### src/rtl/instr_in_buffer.sv
// Ingress FIFO for fetched instruction words ahead of the decoder, with taken-branch flush.
// Ports: clk, rst_n, in_* (fetch side), flush, out_* (decoder side), level.
// Optional INBUF_STATS_EN adds the flush_drops and stall_cycles counters.
module instr_in_buffer #(
  parameter int DEPTH = 4,
  parameter int XLEN  = 32,
  localparam int AW   = $clog2(DEPTH),
  localparam int CW   = AW + 1
) (
  input  logic            clk,
  input  logic            rst_n,
  input  logic            in_valid,
  output logic            in_ready,
  input  logic [XLEN-1:0] in_instr,
  input  logic [XLEN-1:0] in_pc,
  input  logic            flush,
  output logic            out_valid,
  input  logic            out_ready,
  output logic [XLEN-1:0] out_instr,
  output logic [XLEN-1:0] out_pc,
  output logic [CW-1:0]   level
`ifdef INBUF_STATS_EN
  ,
  output logic [15:0]     flush_drops,
  output logic [15:0]     stall_cycles
`endif
);

  localparam logic [XLEN-1:0] NOP = XLEN'(32'h0000_0013);

  logic [2*XLEN-1:0] mem_q [DEPTH];
  logic [AW-1:0]     wr_ptr_q, wr_ptr_d;
  logic [AW-1:0]     rd_ptr_q, rd_ptr_d;
  logic [CW-1:0]     count_q, count_d;
  logic              push, pop;
  logic [2*XLEN-1:0] head;

  assign in_ready  = (count_q != CW'(DEPTH)) & ~flush;
  assign out_valid = (count_q != '0);
  assign level     = count_q;
  assign push      = in_valid & in_ready;
  assign pop       = out_valid & out_ready;
  assign head      = mem_q[rd_ptr_q];

  assign out_instr = out_valid ? head[2*XLEN-1:XLEN] : NOP;
  assign out_pc    = out_valid ? head[XLEN-1:0] : '0;

  always_comb begin
    wr_ptr_d = wr_ptr_q;
    rd_ptr_d = rd_ptr_q;
    count_d  = count_q;
    if (flush) begin
      // push is already blocked by in_ready; any pop is dropped
      rd_ptr_d = wr_ptr_q;
      count_d  = '0;
    end else begin
      if (push) wr_ptr_d = wr_ptr_q + AW'(1);
      if (pop)  rd_ptr_d = rd_ptr_q + AW'(1);
      count_d = count_q + CW'(push) - CW'(pop);
    end
  end

  always_ff @(posedge clk or negedge rst_n) begin
    if (!rst_n) begin
      wr_ptr_q <= '0;
      rd_ptr_q <= '0;
      count_q  <= '0;
    end else begin
      wr_ptr_q <= wr_ptr_d;
      rd_ptr_q <= rd_ptr_d;
      count_q  <= count_d;
    end
  end

  // storage is intentionally left unreset
  always_ff @(posedge clk) begin
    if (push) mem_q[wr_ptr_q] <= {in_instr, in_pc};
  end

`ifdef INBUF_STATS_EN
  logic [15:0] flush_drops_q, flush_drops_d;
  logic [15:0] stall_cycles_q, stall_cycles_d;
  logic [16:0] fd_sum;

  always_comb begin
    flush_drops_d  = flush_drops_q;
    stall_cycles_d = stall_cycles_q;
    fd_sum = {1'b0, flush_drops_q} + 17'(count_q);
    if (flush)
      flush_drops_d = fd_sum[16] ? 16'hFFFF : fd_sum[15:0];
    if (in_valid && !in_ready && stall_cycles_q != 16'hFFFF)
      stall_cycles_d = stall_cycles_q + 16'd1;
  end

  always_ff @(posedge clk or negedge rst_n) begin
    if (!rst_n) begin
      flush_drops_q  <= '0;
      stall_cycles_q <= '0;
    end else begin
      flush_drops_q  <= flush_drops_d;
      stall_cycles_q <= stall_cycles_d;
    end
  end

  assign flush_drops  = flush_drops_q;
  assign stall_cycles = stall_cycles_q;
`endif

endmodule

### config.mk
export PLATFORM = sky130hd
export DESIGN_NAME = instr_in_buffer
export DESIGN_NICKNAME = d
export VERILOG_FILES = /design/src/rtl/instr_in_buffer.sv
export SDC_FILE = /design/constraint.sdc
export NUM_CORES = 1
export LEC_CHECK = 0
export CAP_MARGIN = 20
export CORE_MARGIN = 2
export CORE_UTILIZATION = 56
export DETAILED_ROUTE_END_ITERATION = 7
export PLACE_DENSITY = 0.81
export SLEW_MARGIN = 25
export SYNTH_ARGS = -nofsm -noshare
export SYNTH_HDL_FRONTEND = slang
export SYNTH_SLANG_ARGS = --single-unit
### constraint.sdc
create_clock -name clk -period 8.7 [get_ports clk]
set_input_delay 0.87 -clock clk [delete_from_list [all_inputs] [get_ports clk]]
set_output_delay 0.87 -clock clk [all_outputs]
set_load 0.05 [all_outputs]
[Word level (Yosys, flattened, before mapping)]
Memories as Yosys holds them, arrays and structs flattened.
Index checks and enable logic that the tools add are counted.
Storage, ports and cells
  flip-flop bits (word level): 7
  bits in writable memories: 256
  bits of input ports: 69
  memories kept: 1
Operators by class
  add/sub/neg operators: 4
  eq/ne operators: 1
  multiplexer cells: 7
  bitwise gates (word level): 4
  reductions and logical operators: 3
Memory list
  mem_q: words 4, bits a word 64, read ports 1, clocked after Yosys merged registers in 0, wr ports 1, RTL line 31  | logic [2*XLEN-1:0] mem_q [DEPTH];
Operators with widths (count)
  $mux 32: 2
  $add 2x1->2 const B: 2
  $mux 2: 2
  $add 3x1->3: 1
  $and 1x1->1: 3
  $mux 3: 1
  $ne 3x3->1 const B: 1
  $reduce_bool 3->1: 1
  $sub 3x1->3: 1
  $mux 1: 2
  $reduce_and 2->1: 1
  $reduce_bool 2->1: 1
  $not 1->1: 1

[Longest topological paths before layout]
Gate-level depths: netlist (run 1).
  word-level depth: 6
  gate-level depth with buffers: 11
  depth with buffers taken out: 10

[Worst setup path before layout (run 1)]
OpenSTA, ideal clock, no wires.
  path kind: input -> register
  start point: input flush
  end point: memory mem_q[0][0] (netlist name), enable pin
  library setup time: 0.429 ns
  data arrival time: 2.962 ns
  required time: 8.271 ns
  slack: 5.309 ns
  cell stages on the path: 4
  cells stage by stage: clkbuf_1 > nand2b_1 > a21oi_2 > and2_1
On the way
  cells in the longest elaborated chain, start to end: 5
Ends and longest elaborated chain
  from (decl): RTL line 16  | input logic flush,
  $not 1->1 (no line)
  $and 1x1->1: RTL line 38  | assign in_ready = (count_q != CW'(DEPTH)) & ~flush;
  $and 1x1->1: RTL line 41  | assign push = in_valid & in_ready;
  $mux 1: RTL line 77  | if (push) mem_q[wr_ptr_q] <= {in_instr, in_pc};
  $mux 1 (implied by the code): RTL line 77
  to (decl): RTL line 31
Every way passes these cells.

[Worst setup path after layout (run 1)]
  start point: register rd_ptr_q[0]
  end point: output out_pc[2]
On the way
  cells in the longest elaborated chain, start to end: 2
Ends and longest elaborated chain
  from (decl): RTL line 33  | logic [AW-1:0] rd_ptr_q, rd_ptr_d;
  from (signal assigned): RTL line 70  | rd_ptr_q <= rd_ptr_d;
  $mem_v2 4x64
  $mux 32: RTL line 46  | assign out_pc = out_valid ? head[XLEN-1:0] : '0;
  to (decl): RTL line 20  | output logic [XLEN-1:0] out_pc,
Every way passes these cells.

==> impl_metrics.json, run 1 <==
{
  "status": "complete, no violations",
  "cts-resized-gates": 0,
  "htreeDepth": 1,
  "vias_per_cell": 5.69,
  "clk-insertion-delay-late_ns": 0.51,
  "worstSetupPathType": "reg2out",
  "synth_top_area_share_pct": 76.0,
  "antenna_found_initial": 1,
  "final_nets": 671,
  "row_count": 49,
  "routed_wl_um": 18400,
  "max_freq_mhz": 228,
  "ir_drop_uv": 386,
  "crit_path_start": "rd_ptr_q[0]",
  "wl_per_cell_um": 21.8,
  "cp-end-kind": "primary output",
  "syn_nets": 526,
  "drive_above_1_share_pct": 18.2,
  "p_per_area_nw_per_um2": 366,
  "hold_path_class": "reg2reg",
  "core-area_um2": 17800,
  "reg2reg_to": "level[2]",
  "dieHeight_um": 138,
  "routabilityCongestion": 0.710,
  "cap_violations": 0,
  "postLayoutCoreUtil_pct": 70.4,
  "post-cts-setup-buffer-count": 0,
  "post-route-min-period_ns": 4.39,
  "grt_pass1_wl_um": 29000,
  "ant_nets": 0,
  "cts_hold_buf": 0,
  "route.detailed.drc": 0,
  "area_growth_pct": 24.3,
  "clock-sinks": 263,
  "skew_ns": 0.0105,
  "synth_largest_area_cell": "edfxtp_1",
  "die_x_um": 138,
  "grtUsageTotal_pct": 19.4,
  "vias": 4806,
  "fin_crit_sh_pct": 50.5,
  "slew_headroom_pct": 33.4,
  "cp.arrival_ns": 3.52,
  "finalMaxSlewViolations": 0,
  "path_clk_slew_ns": 0.06,
  "io_buffers": 137,
  "cts-root-buf": "clkbuf_16",
  "rsz0062_at_grt": "false",
  "rr_startpoint": "level[1]",
  "syn_inst": 450,
  "whs_path_depth": 2,
  "final.setup.tns_ns": 0,
  "ys_ff_latch": 263,
  "grt-ovfl-total": 0,
  "r2r_slack_ns": 6.29,
  "dr.first_iter.drc_count": 365,
  "die_area_um2": 19200,
  "path_max_fanout": 37,
  "dp_hpwl_um": 10100,
  "holdCritStartpoint": "wr_ptr_q[0]",
  "required_ns": 7.83,
  "cts_tree": "done",
  "syn_area_per_cell_um2": 22.5,
  "min_to": "rd_ptr_q[0]",
  "rr_worst_depth": 10,
  "grt_pass1_vias": 5152,
  "yosysWarnings": 0,
  "cp-start-kind": "flip-flop",
  "synth.area.top_cells": "edfxtp_1, mux4_2, and2_1",
  "synth_seq_area_share_pct": 77.7,
  "start_util_pct": 56.7,
  "finalHoldViolations": 0,
  "clockBufferDepth": 3,
  "firstDrtPassIters": 4,
  "io_pins": 138,
  "finalSetupViolations": 0,
  "worst_pin_slew_ns": 0.999,
  "syn_area_um2": 10100,
  "synth_cell_type_count": 25,
  "cts_buffers": 26,
  "grt_max_degree": 66,
  "p_leak_nw": 4.08
}
==> state kept, by name, indices dropped and copies added (netlist names) <==
signal / flops
rd_ptr_q: 2
wr_ptr_q: 2
mem_q: 256
level: 3
==> cell type report <==
type | instances | area [µm²]
sequential | 263 | 7870
fill | 1100 | 5270
multi-input combinational | 159 | 2100
timing repair buffer | 138 | 1380
clock buffer | 32 | 694
tap | 229 | 287
clock inverter | 16 | 205
inverter | 7 | 27.5
antenna | 1 | 2.50
==> cell families after synthesis <==
group | Yosys count | share of synthesized area, %
buffers and inverters | 28 | 1.56
and+or+nand+nor | 76 | 4.57
muxes | 65 | 14.4
AOI/OAI and AO/OA | 6 | 0.396
DFF | 263 | 77.7
xor gates and xnor gates | 5 | 0.433
adders and majority gates | 7 | 0.940
==> cell usage after synthesis (all sizes together) <==
| library cell | number |
|---|---|
| or2 | 3 |
| mux4 | 64 |
| nand2b | 1 |
| nor2b | 1 |
| xnor2 | 2 |
| dfrtp | 7 |
| o31ai | 1 |
| inv | 7 |
| o311ai | 1 |
| nor2 | 3 |
| nand2 | 2 |
| a21oi | 2 |
| edfxtp | 256 |
| buf | 13 |
| xor2 | 3 |
| mux2 | 1 |
| nor3 | 1 |
| clkbuf | 8 |
| o21ai | 2 |
| fa | 1 |
| ha | 6 |
| and2 | 65 |
==> how the worst max path moves through the flow <==
stage	endpoint	slack, ns	cells after the start
6_report	out_pc[2]	4.31	4
5_1_grt	out_instr[23]	4.02	4
4_1_cts	out_instr[2]	4.18	4
3_5_place_dp	out_instr[2]	4.73	4
3_3_place_gp	out_pc[2]	4.70	4
2_1_floorplan	mem_q[0][0]	5.31	4
==> cell usage in the layout, fill, tap and decap left out, types with 3 or more instances in the layout <==
cell             netlist  layout
and2_1                65      61
clkbuf_16              0      27
clkdlybuf4s50_1        0     137
mux4_2                64      64
clkbuf_1               8       5
bufinv_16              0       5
ha_1                   6       6
inv_1                  7       6
or2_1                  3       3
clkinv_2               0       6
dfrtp_1                7       5
nor2_1                 3       3
clkinv_1               0       5
xor2_1                 3       3
edfxtp_1             256     256
and2_4                 0       4
==> critical path, cell delays in order, from the launching register on <==
cell and delay, ns:
dfrtp_4 0.79, buf_4 0.70, mux4_2 0.58, and2_1 0.19, clkdlybuf4s50_1 0.71
==> metal layers <==
metal | share of wire [%] | global-route usage (%)
met4 | 1.2 | 3.92
met5 | 0 | 0
met2 | 49 | 32.6
met3 | 7.2 | 3.91
met1 | 42 | 27.1
==> through the flow <==
stage	std cells	setup WS, ns	total power, W	hold slack (ns)	instance area (µm²)
after global placement	796	4.70	0.00346	0.536	11700
final	845	4.31	0.00460	0.571	12600
after detailed placement	796	4.73	0.00348	0.564	11700
after floorplan	450	5.31	0.00294	0.507	10100
after CTS	844	4.18	0.00465	0.579	12600
after global routing	844	4.02	0.00478	0.602	12600
==> power by group <==
group          total, W  leakage (nW)  switching [W]  internal [W]
clock network   0.00116         0.443       0.000441      0.000715
logic           0.00176          1.24        0.00105      0.000707
registers       0.00168          2.41       0.000140       0.00154
total           0.00460          4.08        0.00163       0.00297
No activity file was read; power rests on OpenSTA's default activity.
==> run 2, diff against run 1 <==
CORE_UTILIZATION = 55   (was 56)
PLACE_DENSITY = 0.8   (was 0.81)
clock period = 4.5 ns   (was 8.7 ns; I/O delays follow)
==> run 2 against run 1 <==
Compared with the run above:
- clock power increased by 77%
- critical path type unchanged
- die area increased by 1.8%
- total power increased by 90%
- worst setup slack got worse by 3.4 ns
- worst hold slack got worse by 0.36 ns
- utilization decreased by 0.81 points
- combinational power increased by 100%
- first-iteration DRC count decreased by 11%
- flip-flop and latch count unchanged
- via count increased by 1.1%
- critical path depth unchanged
==> impl_metrics.json, run 2 (same netlist as run 1, synthesis figures left out) <==
{
  "rsz0062_at_grt": "false",
  "clock-sinks": 263,
  "crit_path_start": "level[1]",
  "core-area_um2": 18000,
  "required_ns": 4.05,
  "stdcell_area_um2": 12600,
  "grt-ovfl-total": 0,
  "area_growth_pct": 24.1,
  "routabilityCongestion": 0.693,
  "layout_commonest_cell": "edfxtp_1",
  "cp.arrival_ns": 3.12,
  "grt_pass1_wl_um": 29600,
  "dieHeight_um": 140,
  "routed_wl_um": 18900,
  "status": "complete, no violations",
  "firstDrtPassIters": 4,
  "largest_register": "mem_q",
  "clockBufferDepth": 3,
  "critPathMaxStageDelay_ns": 0.82,
  "vias": 4859,
  "layout_setup_ws_ns": 0.930,
  "drive_above_1_share_pct": 18.3,
  "fin_crit_sh_pct": 79.3,
  "skew_ns": 0.0135,
  "post-route-min-period_ns": 3.57,
  "route.detailed.drc": 0,
  "grt_pass1_vias": 5225,
  "path_clk_slew_ns": 0.06,
  "antennaDiodeCount": 0,
  "dp_hpwl_um": 10700,
  "p_per_area_nw_per_um2": 697,
  "die_x_um": 140,
  "reg2reg_to": "level[2]",
  "start_util_pct": 56.1,
  "p_total_w": 0.00875,
  "grtUsageTotal_pct": 19.8,
  "cp_top_family": "buffers and inverters",
  "hold_path_class": "in2async",
  "cts_buffers": 26,
  "cts-resized-gates": 0,
  "largest_reg_flops": 256,
  "slew_headroom_pct": 33.7,
  "path_max_fanout": 62,
  "final.setup.tns_ns": 0,
  "ant_nets": 0,
  "row_count": 49,
  "finalMaxSlewViolations": 0,
  "cp_slowest_cell": "clkdlybuf4s50_1",
  "cts_tree": "done",
  "die_area_um2": 19500,
  "cap_violations": 0,
  "wl_per_cell_um": 22.4,
  "dr.first_iter.drc_count": 324,
  "io_buffers": 137,
  "cp-start-kind": "flip-flop",
  "cp-end-kind": "primary output",
  "ir_drop_uv": 761,
  "io_pins": 138,
  "final_nets": 675,
  "htreeDepth": 1,
  "worstSetupPathType": "reg2out",
  "antenna_found_initial": 0,
  "post-cts-setup-buffer-count": 0,
  "vias_per_cell": 5.75,
  "cts-root-buf": "clkbuf_16",
  "r2r_slack_ns": 2.09,
  "place_ws_ns": 1.39,
  "p_leak_nw": 4.08,
  "clk-insertion-delay-late_ns": 0.52,
  "rr_startpoint": "level[1]",
  "grt_max_degree": 65,
  "cts_hold_buf": 0,
  "max_freq_mhz": 280,
  "path_buf_inv": 2,
  "postPlaceCellArea_um2": 11700,
  "rr_worst_depth": 10,
  "final_cell_mix": "edfxtp_1, clkdlybuf4s50_1, mux4_2, and2_1, clkbuf_16",
  "worst_pin_slew_ns": 0.995,
  "finalSetupViolations": 0,
  "finalHoldViolations": 0,
  "worstPathCellList": "nor3_1, inv_2, and2_1, clkdlybuf4s50_1"
}
[run 2: cell types whose count changed in the layout (fill, tap and decap cells not counted), sizes merged]
cell,delta
clkinv,-1
bufinv,-3
buf,+4
diode,-1
inv,+1
[run 2: metal layers]
metal	wire length [µm]	vias up	GRT usage, %
met2	9540	165	32.8
li1	-	2118	-
met1	7860	2547	27.5
met3	1260	29	4.68
met5	0	-	0
met4	274	0	4.37
[run 2: where the power goes]
| group | internal [W] | total, W | switching (W) |
|---|---|---|---|
| combinational | 0.00140 | 0.00353 | 0.00212 |
| clock | 0.00121 | 0.00205 | 0.000841 |
| sequential | 0.00298 | 0.00318 | 0.000196 |
[run 2: through the flow]
stage | instances | hold slack [ns] | util [%]
global route | 845 | 0.219 | 69.6
CTS | 843 | 0.199 | 69.4
floorplan | 450 | 0.154 | -
global placement | 798 | 0.538 | 64.9
detailed placement | 798 | 0.566 | 64.9
finish | 845 | 0.212 | 69.6
[run 2: worst max path at each step]
stage,to,slack (ns),cells after the start
6_report,out_instr[2],0.93,4
2_1_floorplan,mem_q[0][0],1.37,3
5_1_grt,out_instr[31],0.73,4
3_3_place_gp,out_pc[11],1.41,4
3_5_place_dp,out_instr[31],1.39,4
4_1_cts,out_instr[30],0.84,4
[run 2: layout make-up]
| class | instances | area, µm² |
|---|---|---|
| Sequential cell | 263 | 7870 |
| Multi-Input combinational cell | 159 | 2100 |
| Inverter | 7 | 26.3 |
| Timing Repair Buffer | 142 | 1460 |
| Fill cell | 1122 | 5470 |
| Clock inverter | 13 | 115 |
| Clock buffer | 32 | 694 |
| Tap cell | 229 | 287 |
[run 2: worst reg2reg max path, cell delays in order (launching register included)]
cell     delay, ns
dfrtp_1       0.55
nor2_1        0.14
a21oi_2       0.35
inv_1         0.08
ha_1          0.29
inv_1         0.06
ha_1          0.15
inv_1         0.06
fa_1          0.40
xnor2_1       0.16
nor2_1        0.06
==> run 3, diff against run 2 <==
CORE_UTILIZATION = 49   (was 55)
PLACE_DENSITY = 0.75   (was 0.8)
clock period = 3.2 ns   (was 4.5 ns; I/O delays follow)
==> run 3 against run 2 <==
Compared with the run above:
- first-iteration DRC count is 27% higher
- critical endpoint is now out_pc[10]
- clock power up 50%
- die area is 12% higher
- largest cell class unchanged
==> impl_metrics.json, run 3 (same netlist as run 1, synthesis figures left out) <==
{
  "finalSetupViolations": 0,
  "io_buffers": 137,
  "routed_wl_um": 19300,
  "die_area_um2": 21800,
  "row_count": 52,
  "fillCellCount": 1374,
  "r2r_slack_ns": 0.80,
  "firstDrtPassIters": 4,
  "post-route-min-period_ns": 3.11,
  "grtUsageTotal_pct": 18.1,
  "cts-resized-gates": 17,
  "path_max_fanout": 25,
  "cts-root-buf": "clkbuf_16",
  "required_ns": 2.88,
  "skew_ns": 0.0160,
  "fin_crit_sh_pct": 97.2,
  "largest_register": "mem_q",
  "path_clk_slew_ns": 0.06,
  "grt-ovfl-total": 0,
  "grt_pass1_wl_um": 30100,
  "rsz0062_at_grt": "false",
  "dr.first_iter.drc_count": 412,
  "cp.arrival_ns": 2.79,
  "postPlaceCellArea_um2": 11900,
  "final.setup.tns_ns": 0,
  "clockBufferDepth": 3,
  "cp-end-kind": "primary output",
  "vias_per_cell": 5.35,
  "area_growth_pct": 27.4,
  "routabilityCongestion": 0.824,
  "htreeDepth": 1,
  "cts_buffers": 27,
  "hold_path_class": "in2async",
  "io_pins": 138,
  "cp-start-kind": "flip-flop",
  "stdcell_area_um2": 12900,
  "cts_tree": "done",
  "ir_drop_uv": 800,
  "grt_max_degree": 49,
  "route.detailed.drc": 0,
  "antennaDiodeCount": 0,
  "worst_pin_slew_ns": 0.541,
  "dp_hpwl_um": 11900,
  "die_x_um": 148,
  "finalMaxSlewViolations": 0,
  "antenna_found_initial": 0,
  "vias": 4817,
  "p_per_area_nw_per_um2": 969,
  "drive_above_1_share_pct": 20.2,
  "status": "complete, no violations",
  "p_leak_nw": 4.73,
  "slew_headroom_pct": 63.8,
  "ant_nets": 0,
  "core-area_um2": 20200,
  "cts_hold_buf": 0,
  "dieHeight_um": 148,
  "finalHoldViolations": 0,
  "final_nets": 685,
  "cap_violations": 0,
  "final_cell_mix": "edfxtp_1, clkdlybuf4s50_1, mux4_2, and2_1, dlymetal6s2s_1",
  "grt_pass1_vias": 5285,
  "wl_per_cell_um": 21.4,
  "largest_reg_flops": 256,
  "worstSetupPathType": "reg2out",
  "clk-insertion-delay-late_ns": 0.52,
  "post-cts-setup-buffer-count": 0,
  "start_util_pct": 50.0,
  "layout_commonest_cell": "edfxtp_1",
  "max_freq_mhz": 322,
  "clock-sinks": 263
}
-- run 3: cell types whose count changed in the layout (fill, tap and decap cells not counted), sizes merged, moves of 3 or more --
cell / before / now
clkdlybuf4s50: 137 / 84
dlymetal6s2s: 0 / 36
dlygate4sd2: 0 / 17
buf: 5 / 14
clkbuf: 32 / 38
clkinv: 10 / 7
-- run 3: final timing paths --
check	cells after the start	end	start
min in group clk	1	mem_q[0][10]	in_pc[10]
max reg2reg	10	level[2]	level[1]
min reg2reg	2	rd_ptr_q[1]	wr_ptr_q[1]
min	1	wr_ptr_q[0]	rst_n
max	4	out_pc[10]	rd_ptr_q[1]
max in group asynchronous	1	rd_ptr_q[1]	rst_n
-- run 3: final cells by class --
cell class	instances	area [µm²]	share of cell area [%]
sequential	263	7870	61.1
tap	270	338	2.62
timing repair buffer	151	1660	12.9
clock buffer	38	747	5.80
multi-input combinational	159	2110	16.4
inverter	7	26.3	0.204
clock inverter	12	138	1.07
-- run 3: routing by layer --
metal,vias to the layer above,GRT usage [%],part of all wire (%)
met2,142,31.0,51
met4,0,3.46,1.6
met5,-,0,0
met1,2496,24.8,42
li1,2153,-,-
met3,26,3.67,5.3
-- run 3: power breakdown --
part           leakage [nW]  total, W  switching [W]  internal, W
sequential             2.41   0.00442       0.000235      0.00419
combinational          1.89   0.00500        0.00304      0.00195
clock                 0.431   0.00307        0.00120      0.00186
total                  4.73    0.0125        0.00448      0.00801
-- run 3: stage by stage --
stage | hold WS, ns | util [%] | worst slack [ns] | power, W | instances
CTS | 0.0468 | 63.2 | 0.000938 | 0.0127 | 900
global placement | 0.571 | 58.9 | 0.523 | 0.00964 | 850
global route | 0.0851 | 63.7 | 0.00187 | 0.0130 | 900
finish | 0.0604 | 63.7 | 0.0911 | 0.0125 | 900
floorplan | 0.0244 | - | 0.0657 | 0.00799 | 450
detailed placement | 0.559 | 58.9 | 0.425 | 0.00969 | 850
-- run 3: worst max-delay path, stage by stage (launching register included) --
cell and delay (ns):
dfrtp_4 0.69, buf_4 0.34, mux4_2 0.33, and2_1 0.16
clkdlybuf4s50_1 0.70
==> RTL change 1: new RTL, config.mk and constraints of run 3 <==
The option `INBUF_STATS_EN` is turned on by a define.
--- a/src/rtl/instr_in_buffer.sv
+++ b/src/rtl/instr_in_buffer.sv
@@ -3,2 +3,4 @@
 // Optional INBUF_STATS_EN adds the flush_drops and stall_cycles counters.
+`define INBUF_STATS_EN
+
 module instr_in_buffer #(
Function (old outputs only; new: flush_drops and stall_cycles): kept (Yosys induction, for registers that start in step).
==> RTL change 1 against run 3 <==
Wire length increased by 23%; sequential cell count increased by 32; final cell count increased by 26%; power increased by 14%; synthesized area increased by 16%; fmax increased by 7.7%; design area increased by 15%; worst setup slack improved by 220 ps; critical path type unchanged; largest cell class unchanged.
==> RTL change 1: results (changes against run 3) <==
| Item | Reported | Delta |
|:---|:---|:---|
| Result of the run | complete, no violations |  |
| Share of layout cells above drive strength 1 | 26.5% | +6.3 points |
| Cell types with the highest counts after synthesis | edfxtp_1, mux4_2, and2_1 |  |
| Placement Setup Slack | 699 ps | +274 ps |
| Average size of a mapped cell | 19.7 µm² | -12% |
| IO buf count | 169 | +23% |
| First-pass GRT wire length | 36.2 mm | +20% |
| Post-synthesis sequential area ratio | 73.9% | -3.8 points |
| Detailed-placement wirelength estimate | 14.7 mm | +23% |
| Routability congestion estimate | 0.810 | -1.6% |
| Post-Synthesis Net Count | 675 | +28% |
| Via density | 5.40 | +0.91% |
| Wire length reported by the detailed router | 23.6 mm | +23% |
| Peak supply drop | 0.715 mV | -11% |
| Proportion of synthesized flip-flops having asynchronous set or reset | 13.2% | +11 points |
| Slowest cell delay on critical path | 960 ps | +260 ps |
| Clock-net power | 3.54 mW | +15% |
| Reported sequential group power | 4.92 mW | +11% |
| Post-placement cell area | 13700 µm² | +15% |
| Power density over cell area | 962 nW/µm² | -0.73% |
| Switching Power | 5.28 mW | +18% |
| Relative slew slack | 58.8% | -5.1 points |
| Cell types occupying the most area after synthesis | edfxtp_1, mux4_2, dfrtp_1 |  |
| Placed insts | 1074 | +26% |
| Number of iterations in the first detailed-routing pass | 5 | +1 |
| Worst setup path startpoint | level[1] |  |
| Pin count of the biggest net entering global routing | 66 | +35% |
| Total leakage power | 5.18 nW | +9.5% |
| Clock network latency to the later pin of the worst-skew pair | 540 ps | +20 ps |
| Post-cts sizing count | 0 | -17 |
| Netlist cell types | 48 | +92% |
| GRT Overall Usage | 19.1% | +0.91 points |
[RTL change 1: worst reg2reg max path, cell delays in order, from the launching register on]
cell     delay (ps)
dfrtp_1         510
nor3_1          240
buf_4           160
inv_2           130
and2_1          240
ha_1            290
inv_1            60
ha_1            130
inv_1            50
fa_1            370
xnor2_1         160
nor2_1           60
[RTL change 1: cell families (layout without fill, tap and decap cells)]
kind of cell | Yosys count | count (layout) | synth area share [%]
flops | 295 | 295 | 73.9
buf+inv | 29 | 247 | 1.22
simple gates | 141 | 141 | 7.31
compound gates | 19 | 19 | 1.15
mux | 71 | 71 | 13.0
other cells | 0 | 1 | 0
xor+xnor | 27 | 27 | 2.02
fa+ha+maj | 12 | 12 | 1.41
[RTL change 1: final cells by class]
type | instances | area (µm²) | share of cell area, %
clock buffer | 40 | 830 | 5.62
timing repair buffer | 185 | 1710 | 11.6
sequential | 295 | 8670 | 58.7
antenna | 1 | 2.50 | 0.0170
clock inverter | 16 | 189 | 1.28
multi-input combinational | 270 | 2930 | 19.9
inverter | 6 | 22.5 | 0.153
tap | 319 | 399 | 2.70
[RTL change 1: path summary, 6_finish.rpt]
path,end,slack (ps),cells past startpoint
max,out_valid,310,4
min,stall_cycles[4],300,2
max reg2reg,level[2],700,11
min reg2reg,stall_cycles[8],520,1
max in group asynchronous,flush_drops[8],2270,3
min in group clk,mem_q[1][38],420,1
[RTL change 1: layer usage]
layer / GRT usage [%] / wire [µm] / vias up / part of all wire (%)
met4: 4.80 / 383 / 2 / 1.6
met3: 4.95 / 1830 / 32 / 7.8
met1: 25.0 / 9860 / 3144 / 42
met2: 32.1 / 11500 / 198 / 49
met5: 0 / 8 / - / 0.034
li1: - / - / 2738 / -
[RTL change 1: repair_timing]
item / CTS / global route
buffers inserted: 0 / 0
hold endpoints to repair: 0 / 21
hold buffers: 0 / 1
==> RTL change 2: new RTL, settings of run 3 <==
Made on the original files. Put one more register stage on the output `level`, cleared by the reset. The value now appears one clock later. The other outputs are not delayed to match.
--- a/src/rtl/instr_in_buffer.sv
+++ b/src/rtl/instr_in_buffer.sv
@@ -39,3 +39,9 @@
   assign out_valid = (count_q != '0);
-  assign level     = count_q;
+  always_ff @(posedge clk or negedge rst_n) begin
+    if (!rst_n) begin
+      level <= '0;
+    end else begin
+      level <= count_q;
+    end
+  end
   assign push      = in_valid & in_ready;
Behaviour: not the same (Yosys sat finds a counterexample within 4 cycles, from zero or initial values and one cycle with rst_n low).
==> RTL change 2 against run 3 <==
Sequential cell count increased by 3; largest power group unchanged; worst hold slack improved by 58 ps; wire length decreased by 1.2%; via count increased by 2.7%; design area increased by 0.70%; worst setup slack improved by 85 ps; non-clock buffer count increased by 12; register-to-register slack got worse by 80 ps; fmax increased by 2.8%; synthesized area increased by 0.77%; critical path depth increased by 1; power increased by 3.1%; core utilization increased by 0.24 points; critical path type unchanged; synthesized cell count increased by 0.89%.
==> RTL change 2: results (changes against run 3) <==
| Item | Reported | Delta |
|:---|:---|:---|
| Cell types occupying the most area after synthesis | edfxtp_1, mux4_2, and2_1 |  |
| Via density | 5.41 | +1.1% |
| CTS Buffer Depth | 3 | unchanged |
| Crit path arrival time | 2700 ps | -90 ps |
| Portion of synthesized cell area occupied by the leading cell type | 75.4% | -0.58 points |
| Detailed-placement wirelength estimate | 11.5 mm | -3.9% |
| GRT Overall Usage | 17.9% | -0.26 points |
| Number of enable-type register cells in the synthesized netlist | 256 | unchanged |
| Proportion of synthesized flip-flops having asynchronous set or reset | 3.76% | +1.1 points |
| Initial DRC count | 274 | -33% |
| Share of layout cells above drive strength 1 | 21.1% | +0.96 points |
| Number of fill cells in the layout | 1377 | +0.22% |
| Cell at the root of the clock tree | clkbuf_16 |  |
| Gate family responsible for the most delay along the worst path | buffers and inverters |  |
| Worst-Margin Slew | 569 ps | +27.3 ps |
| Final Net Count | 700 | +2.2% |
| Cell types with the highest counts after synthesis | edfxtp_1, and2_1, mux4_2 |  |
| Post-synthesis cell count | 454 | +0.89% |
| Number of iterations in the first detailed-routing pass | 4 | unchanged |
| Maximum fanout count along the critical path | 10 | -60% |
| Peak supply drop | 0.779 mV | -2.6% |
| IO buf count | 137 | unchanged |
| Wire length reported by the detailed router | 19.0 mm | -1.2% |
| Number of buffers created by CTS | 26 | -3.7% |
| Yosys warnings | 0 | unchanged |
| Clock H-tree levels | 1 | unchanged |
| Result of the run | complete, no violations |  |
| Routability congestion estimate | 0.719 | -13% |
| Initial antenna violation count | 0 | unchanged |
| Pin count of the biggest net entering global routing | 40 | -18% |
| Placed insts | 859 | +1.1% |
| P_int | 8.27 mW | +3.3% |
| Number of failing hold endpoints at the final stage | 0 | unchanged |
| Post-Synthesis Net Count | 530 | +0.76% |
| Placement Setup Slack | 354 ps | -70.2 ps |
| Clock skew | 5.89 ps | -10.2 ps |
| Vias in the first global route | 5357 | +1.4% |
| Registers with the most flip-flops | mem_q x256, count_q x3, level x3 |  |
| Post-synthesis sequential area ratio | 77.9% | +0.14 points |
| Total leakage power | 4.27 nW | -9.8% |
| Slowest cell delay on critical path | 720 ps | +20 ps |
| First-pass GRT wire length | 29.8 mm | -0.78% |
| Vias after detailed routing | 4948 | +2.7% |
[RTL change 2: cell types whose count changed after synthesis]
cell and change:
dfrtp_1 +3, nor3_1 +1, and2_1 +1, xnor2_1 -1
[RTL change 2: power by group through the flow]
stage	Clock (mW)	Combinational, mW	Sequential [mW]
2_1_floorplan	0	3.65	4.48
3_3_place_gp	0	5.17	4.62
3_5_place_dp	0	5.21	4.66
4_1_cts	3.02	5.40	4.51
5_1_grt	3.17	5.78	4.49
6_report	2.96	5.48	4.45
[RTL change 2: path summary, 6_finish.rpt]
check	from	to	slack [ps]	cells after the start
worst min register to register	count_q[0]	level[0]	510	0
min in group clk	in_pc[13]	mem_q[0][13]	430	1
max in group asynchronous	rst_n	rd_ptr_q[0]	2740	1
worst max-delay path	rd_ptr_q[0]	out_pc[13]	180	5
worst max register to register	count_q[1]	count_q[2]	720	10
worst min-delay path	rst_n	count_q[0]	120	1
[RTL change 2: timing repair]
action,in CTS,in global routing
buffers inserted,2,5
resized for setup,1,1
gates cloned,0,0
setup endpoints to repair,49,48
hold endpoints to repair,0,0
[RTL change 2: per-stage QoR]
stage                     hold slack [ps]  power, mW  cell area (µm²)
after CTS                             101       12.9            12900
after global placement                474       9.80            12000
final                                 119       12.9            13000
after floorplan                      24.4       8.13            10200
after detailed placement              482       9.86            12000
after global routing                  135       13.4            13000
[RTL change 2: cell type report]
class / instances / area (µm²) / area share (%)
inverter: 7 / 26.3 / 0.203
clock buffer: 35 / 706 / 5.44
tap: 270 / 338 / 2.60
sequential: 266 / 7950 / 61.2
clock inverter: 13 / 134 / 1.03
multi-input combinational: 160 / 2110 / 16.3
timing repair buffer: 163 / 1720 / 13.2
[RTL change 2: cell families after synthesis]
kind of cell / after synthesis / synth area share, %
compound gates: 6 / 0.393
xor+xnor: 4 / 0.344
fa+ha+maj: 7 / 0.933
buf+inv: 28 / 1.55
flops: 266 / 77.9
mux: 65 / 14.3
simple gates: 78 / 4.64
[RTL change 2: routing by layer]
metal,GRT usage (%),vias to the layer above,share of wire (%)
met2,31.3,169,51
li1,-,2182,-
met1,23.0,2560,40
met4,4.76,0,2.7
met3,3.87,37,6.0
met5,0,-,0
